`src/rtl/demux_pkg.sv`:
```
// Shared constants and types for the 8-lane buffered demultiplexer.
package demux_pkg;

   localparam int LANES = 8;
   localparam int SEL_W = 3;

   typedef logic [SEL_W-1:0] lane_idx_t;

   // Round-robin successor; the 3-bit width gives the 7 -> 0 wrap for free.
   function automatic lane_idx_t next_lane(input lane_idx_t cur);
      return cur + lane_idx_t'(1);
   endfunction

endpackage

```
`src/rtl/demux_lane.sv`:
```
// One output lane: a WIDTH-bit data register with an occupied flag.
// A load takes priority over an ack so a full lane can pass through bubble-free.
module demux_lane #(
   parameter int WIDTH = 3
) (
   input  logic             clk,
   input  logic             rst_n,
   input  logic             load,
   input  logic             ack,
   input  logic [WIDTH-1:0] load_data,
   output logic [WIDTH-1:0] data,
   output logic             valid
);

   // Lane storage: load captures new data, ack alone frees the slot, otherwise hold.
   // NOTE: sequential state uses non-blocking (<=) so every lane samples the same pre-edge values.
   // NOTE: the data register is reset too, because out_data must read zero straight after reset.
   always_ff @(posedge clk) begin
      if (!rst_n) begin
         data  <= '0;
         valid <= 1'b0;
      end else if (load) begin
         data  <= load_data;
         valid <= 1'b1;
      end else if (ack) begin
         valid <= 1'b0;
      end
   end

endmodule

```
`src/rtl/demux8_buf.sv`:
```
// 8-lane buffered demultiplexer: routes each accepted word to one lane chosen
// either by in_sel or by a round-robin pointer, with per-lane consume strobes.
module demux8_buf
   import demux_pkg::*;
#(
   parameter int WIDTH = 3
) (
   input  logic                   clk,
   input  logic                   rst_n,
   input  logic                   in_valid,
   output logic                   in_ready,
   input  logic [WIDTH-1:0]       in_data,
   input  logic [SEL_W-1:0]       in_sel,
   input  logic                   auto_mode,
   output logic [LANES*WIDTH-1:0] out_data,
   output logic [LANES-1:0]       out_valid,
   input  logic [LANES-1:0]       out_ack,
   output logic [SEL_W-1:0]       rr_ptr,
   output logic                   frame_done
);

   lane_idx_t        dest;
   logic             accept;
   logic [LANES-1:0] load;

   // Destination choice and handshake; in_ready never looks at in_valid.
   // NOTE: every signal written here gets a default first, so no latch is inferred.
   always_comb begin
      load       = '0;
      dest       = auto_mode ? lane_idx_t'(rr_ptr) : lane_idx_t'(in_sel);
      in_ready   = ~out_valid[dest] | out_ack[dest];
      accept     = in_valid & in_ready;
      load[dest] = accept;
   end

   for (genvar i = 0; i < LANES; i++) begin : g_lane
      demux_lane #(
         .WIDTH(WIDTH)
      ) u_lane (
         .clk      (clk),
         .rst_n    (rst_n),
         .load     (load[i]),
         .ack      (out_ack[i]),
         .load_data(in_data),
         .data     (out_data[i*WIDTH +: WIDTH]),
         .valid    (out_valid[i])
      );
   end

   // Round-robin pointer advances only on auto-mode accepts; frame_done flags the lane-7 fill.
   always_ff @(posedge clk) begin
      if (!rst_n) begin
         rr_ptr     <= '0;
         frame_done <= 1'b0;
      end else begin
         frame_done <= accept & auto_mode & (rr_ptr == SEL_W'(LANES - 1));
         if (accept && auto_mode) begin
            rr_ptr <= next_lane(rr_ptr);
         end
      end
   end

endmodule

```
`config.mk`:
```
export PLATFORM = sky130hd
export DESIGN_NAME = demux8_buf
export DESIGN_NICKNAME = d
export VERILOG_FILES = /design/src/rtl/demux_pkg.sv /design/src/rtl/demux_lane.sv /design/src/rtl/demux8_buf.sv
export SDC_FILE = /design/constraint.sdc
export NUM_CORES = 1
export LEC_CHECK = 0
export ABC_CLOCK_PERIOD_IN_PS = 4500
export CORE_ASPECT_RATIO = 1.2
export CORE_MARGIN = 2
export CORE_UTILIZATION = 40
export CTS_BUF_LIST = sky130_fd_sc_hd__clkbuf_4 sky130_fd_sc_hd__clkbuf_8 sky130_fd_sc_hd__clkbuf_16
export CTS_CLUSTER_SIZE = 40
export DETAILED_ROUTE_END_ITERATION = 7
export PLACE_DENSITY = 0.73
export SLEW_MARGIN = 5
export SYNTH_ARGS = -nofsm -noshare
export SYNTH_HDL_FRONTEND = slang
export SYNTH_HIERARCHICAL = 1
export SYNTH_SLANG_ARGS = --single-unit
```
`constraint.sdc`:
```
create_clock -name clk -period 4.5 [get_ports clk]
set_clock_uncertainty 0.2 [all_clocks]
set_input_delay 1.125 -clock clk [delete_from_list [all_inputs] [get_ports clk]]
set_output_delay 1.125 -clock clk [all_outputs]
set_load 0.01 [all_outputs]
```
Word-level counts from Yosys, hierarchy flattened
Index checks and enable logic that the tools add are counted.
Operators by class
  add/sub/neg operators: 1
  eq/ne operators: 1
  bitwise gates (word level): 6
  reductions and logical operators: 10
  mux-type cells: 23
  order comparisons: 2
Operators by type and width (number)
  two-way mux 1 bit: 19
  nonzero test 2 bit: 8
  AND 8 bit: 1
  binary-select mux 1 bit (select 3 bit): 2
  < comparator 3 x 4 -> 1 bit, second input constant: 1
  adder 3 x 1 -> 3 bit, second input constant: 1
  AND 1 bit: 3
  demux 1 bit (select 3 bit): 1
  equality test 3 bit, second input constant: 1
  greater-or-equal comparator 3 x 1 -> 1 bit, second input constant: 1
  two-way mux 3 bit: 1
  logical AND 1 bit: 2
  NOT 1 bit: 1
  OR 1 bit: 1
Storage, ports and cells
  flip-flop bits (word level): 36
  input bits: 18
  logic and storage cells: 61

Logic depth before layout (Yosys ltp)
  word-level depth: 8
  depth in mapped cells: 10
  depth with buffers taken out: 8

Hierarchy
Netlist, hierarchy kept.
By module, submodules not included
  demux_lane: times used 8, area each 142.6 um^2, sequential area each 80.1 um^2, cells each 12
  demux8_buf: times used 1, area each 489.2 um^2, sequential area each 80.1 um^2, cells each 56

Worst setup path after synthesis
No wires, ideal clock.
  path type: input -> output
  start: in auto_mode
  end: out in_ready
  cell stages on the path: 7
  data required time: 3175 ps
  slack: 702 ps
  arrival: 2473 ps
  path through: buf_6 > mux2_4 > buf_6 > mux2i_1 > mux2i_1 > mux2_4 > or2_2
Between the ends
  cells in the longest elaborated chain, start to end: 5
  elaborated cells on any way between the ends: 7
  classes of those cells: mux (5); bitwise (2)
Ends and longest elaborated chain
  start: declaration: RTL line demux8_buf.sv:14  | input logic auto_mode,
  two-way mux 3 bit *: RTL line demux8_buf.sv:30  | dest = auto_mode ? lane_idx_t'(rr_ptr) : lane_idx_t'(in_sel);
  binary-select mux 1 bit (select 3 bit): RTL line demux8_buf.sv:31  | in_ready = ~out_valid[dest] | out_ack[dest];
  two-way mux 1 bit (not written as such): RTL line demux8_buf.sv:31
  NOT 1 bit: RTL line demux8_buf.sv:31
  OR 1 bit *: RTL line demux8_buf.sv:31
  end: declaration: RTL line demux8_buf.sv:11  | output logic in_ready,
Every way passes the cells marked *; elsewhere a longest branch is shown, timed or not. The select of a mux whose other input is x is not followed.

Worst setup path after layout
  start: in in_sel[2]
  end: out in_ready
Between the ends
  cells in the longest elaborated chain, start to end: 5
  elaborated cells on any way between the ends: 7
  classes of those cells: mux (5); bitwise (2)
Ends and longest elaborated chain
  start: declaration: RTL line demux8_buf.sv:13  | input logic [SEL_W-1:0] in_sel,
  two-way mux 3 bit *: RTL line demux8_buf.sv:30
  binary-select mux 1 bit (select 3 bit): RTL line demux8_buf.sv:31
  two-way mux 1 bit (not written as such): RTL line demux8_buf.sv:31
  NOT 1 bit: RTL line demux8_buf.sv:31
  OR 1 bit *: RTL line demux8_buf.sv:31
Marked as above.

==> results.cfg <==
[clock_tree]
cts_setup_buffers = 0
cts_buffer_depth = 2
cts_buffers = 5
ctsHtreeMaxLevel = 2
clock_latency_ns = 0.28
root_buffer = clkbuf_8
clock-sinks = 36
cts_tree = built
cts.clk_slew.worst_paths_ns = 0.08

[timing]
setup_viol = 0
drv_slew = 0
timing.final.crit_share_pct = 95.7
worst_pin_slew_ns = 1.17
setup_tns_ns = 0
fmax_mhz = 232
hold_viol = 0
maxSlewHeadroom_pct = 21.8
min_period_ns = 4.31
rsz0062_at_grt = false

[global_route]
grt_util_all_layers_pct = 19.4
grt_max_degree = 40
antenna_found_initial = 0
grt_pass1_wl_mm = 6.89
grt_pass1_vias = 1447
grt_overflow = 0

[critical_path]
critical_path.max_fanout = 6
arrival_ns = 2.98
critPathTopFamily = multiplexers
critPathBufInv = 2
critical_path_depth = 7
worstSetupStartpointType = input port
crit_start = in_sel[2]
ff2ff_path_depth = 10
r2r-start = rr_ptr[0]
worst_setup_path_end_kind = output port
path_cells = clkdlybuf4s50_1, mux2_4, mux2i_1, mux2i_1, mux2_4, or2_2, dlygate4sd2_1
required_ns = 3.17
cp_slowest_cell = clkdlybuf4s50_1
critPathMaxStageDelay_ns = 0.43
crit_type = input port to output port

[synth]
syn_area_per_cell_um2 = 10.7
synth_simple_gate_area_share_pct = 20.5
synth_top_family_by_area = multiplexers
synthCells = 152
syn-num-nets = 172
synth_compound_area_share_pct = 6.75
ys_seq_area_share_pct = 44.2
synthMuxAreaShare_pct = 25.6
yosys.area_share.adder_pct = 1.53
synth_cell_types = 21
synth-seq-cells = 36
synth_xor_area_share_pct = 0
yosys_warnings = 6
syn_area_mm2 = 0.00163

[run_status]
status = completed

[power]
finalPower_mw = 0.680
p_int_mw = 0.505
combPwrFrac_pct = 17.6
p_sw_mw = 0.175
seq_power_share_pct = 49.1
leakage_nw = 0.897
peakVddDrop_uv = 196
p_per_area_mw_per_mm2 = 275
switching_share_pct = 25.7
clkPwrFrac_pct = 33.3

[drt]
routed_wl_mm = 4.31
wl_per_cell_um = 15.0
via_per_inst = 4.82
dr.pass1.iters = 4
drtIter0Drc = 54
via_count = 1384
remaining_drc_errors = 0
ant_nets = 0

[run]
maxCapViolCount = 0

[finish]
final_common_cell = clkdlybuf4s50_1
fin_util_pct = 62.8
syn2layout_area_growth_pct = 51.7
mostFrequentLayoutCells = clkdlybuf4s50_1 (52), mux2i_1 (36), dfxtp_1 (36)
fin_nets = 252
drive_above_1_share_pct = 16.3
n_antenna_cell = 0

[floorplanning]
fp.dieW_um = 62.3
rows = 25
die_h_um = 73.9
core_mm2 = 0.00394
die_area_mm2 = 0.00460
ioPinCount = 55
start_util_pct = 41.4

[placed_design]
place_hpwl_mm = 3.27
gp_congestion = 0.895
port_buffers = 54

[min_path]
hold-path-cell-count = 2
min_from = g_lane[4].u_lane/data[1]
hold_path.class = flip-flop to flip-flop
[per-stage QoR]
stage	area (um2)	cells	hold WS (ns)	worst slack, ns
2_1_floorplan	1630	152	0.314	0.702
3_3_place_gp	2370	279	0.300	-0.190
3_5_place_dp	2370	279	0.309	-0.275
4_1_cts	2470	287	0.327	0.183
5_1_grt	2470	287	0.352	0.0854
6_report	2470	287	0.329	0.194
[cell usage after synthesis]
cell type,n,share of area (%)
a21oi_1,1,0.31
a31oi_1,1,0.38
and3_1,1,0.38
and3b_1,1,0.54
buf_6,2,1.4
dfxtp_1,36,44
ha_1,2,1.5
mux2_4,2,1.8
mux2i_1,36,22
mux2i_2,2,1.7
nand2_1,11,2.5
nand2b_1,2,0.77
nor2b_1,32,12
nor3_1,7,2.1
nor3_2,1,0.61
nor3b_1,1,0.46
o211a_4,1,1.1
o21a_1,8,3.7
o21ai_2,1,0.54
o22ai_1,2,0.77
or2_2,2,0.77
[power by group through the flow]
stage	sequential [mW]	clock, mW	combinational (mW)
after global routing	0.335	0.251	0.128
after detailed placement	0.342	0	0.119
after floorplan	0.344	0	0.0490
after global placement	0.341	0	0.115
after CTS	0.334	0.233	0.120
final	0.334	0.227	0.120
[metal layers]
metal | share of wire [%] | global-route usage (%) | vias up
met1 | 43 | 22.0 | 656
met3 | 4.0 | 5.75 | 4
li1 | - | - | 689
met5 | 0 | 0 | -
met2 | 52 | 35.7 | 35
met4 | 0.95 | 6.17 | 0
[layout make-up]
| cell class | instances | area (um2) |
|---|---|---|
| well taps | 54 | 67.6 |
| repair buffers | 75 | 697 |
| fillers | 344 | 1470 |
| clock buffers | 5 | 68.8 |
| flip-flops and latches | 36 | 721 |
| multi-input cells | 114 | 896 |
| clock inverters | 3 | 23.8 |
[final timing paths]
check | to | slack [ns]
max | in_ready | 0.19
min reg2reg | g_lane[4].u_lane/data[1] | 0.33
max reg2reg | g_lane[7].u_lane/data[2] | 1.74
min | g_lane[4].u_lane/data[1] | 0.33
[worst register-to-register path, delay by kind of cell (launching register included)]
kind            cells  cell delay (ns)
compound gates      2             0.21
buf+inv             2             0.35
flops               1             0.38
mux                 3             0.72
simple gates        3             0.79
[registers in the layout, indices dropped and copies added, names as in the netlist]
signal	flops
frame_done	1
g_lane.u_lane/valid	8
g_lane.u_lane/data	24
rr_ptr	3
[logic make-up (layout without fill, tap and decap cells)]
family,count (synthesis),in the layout
fa+ha+maj,2,2
buf+inv,2,83
flops,36,36
compound gates,14,14
mux,40,40
simple gates,58,58
[repair_timing]
| action | CTS | global route |
|---|---|---|
| endpoints found under the hold margin | 0 | 0 |
| setup endpoints to repair | 1 | 0 |
| resized for setup | 4 | 0 |
| hold buffers | 0 | 0 |
(Power assumes the default switching activity.)
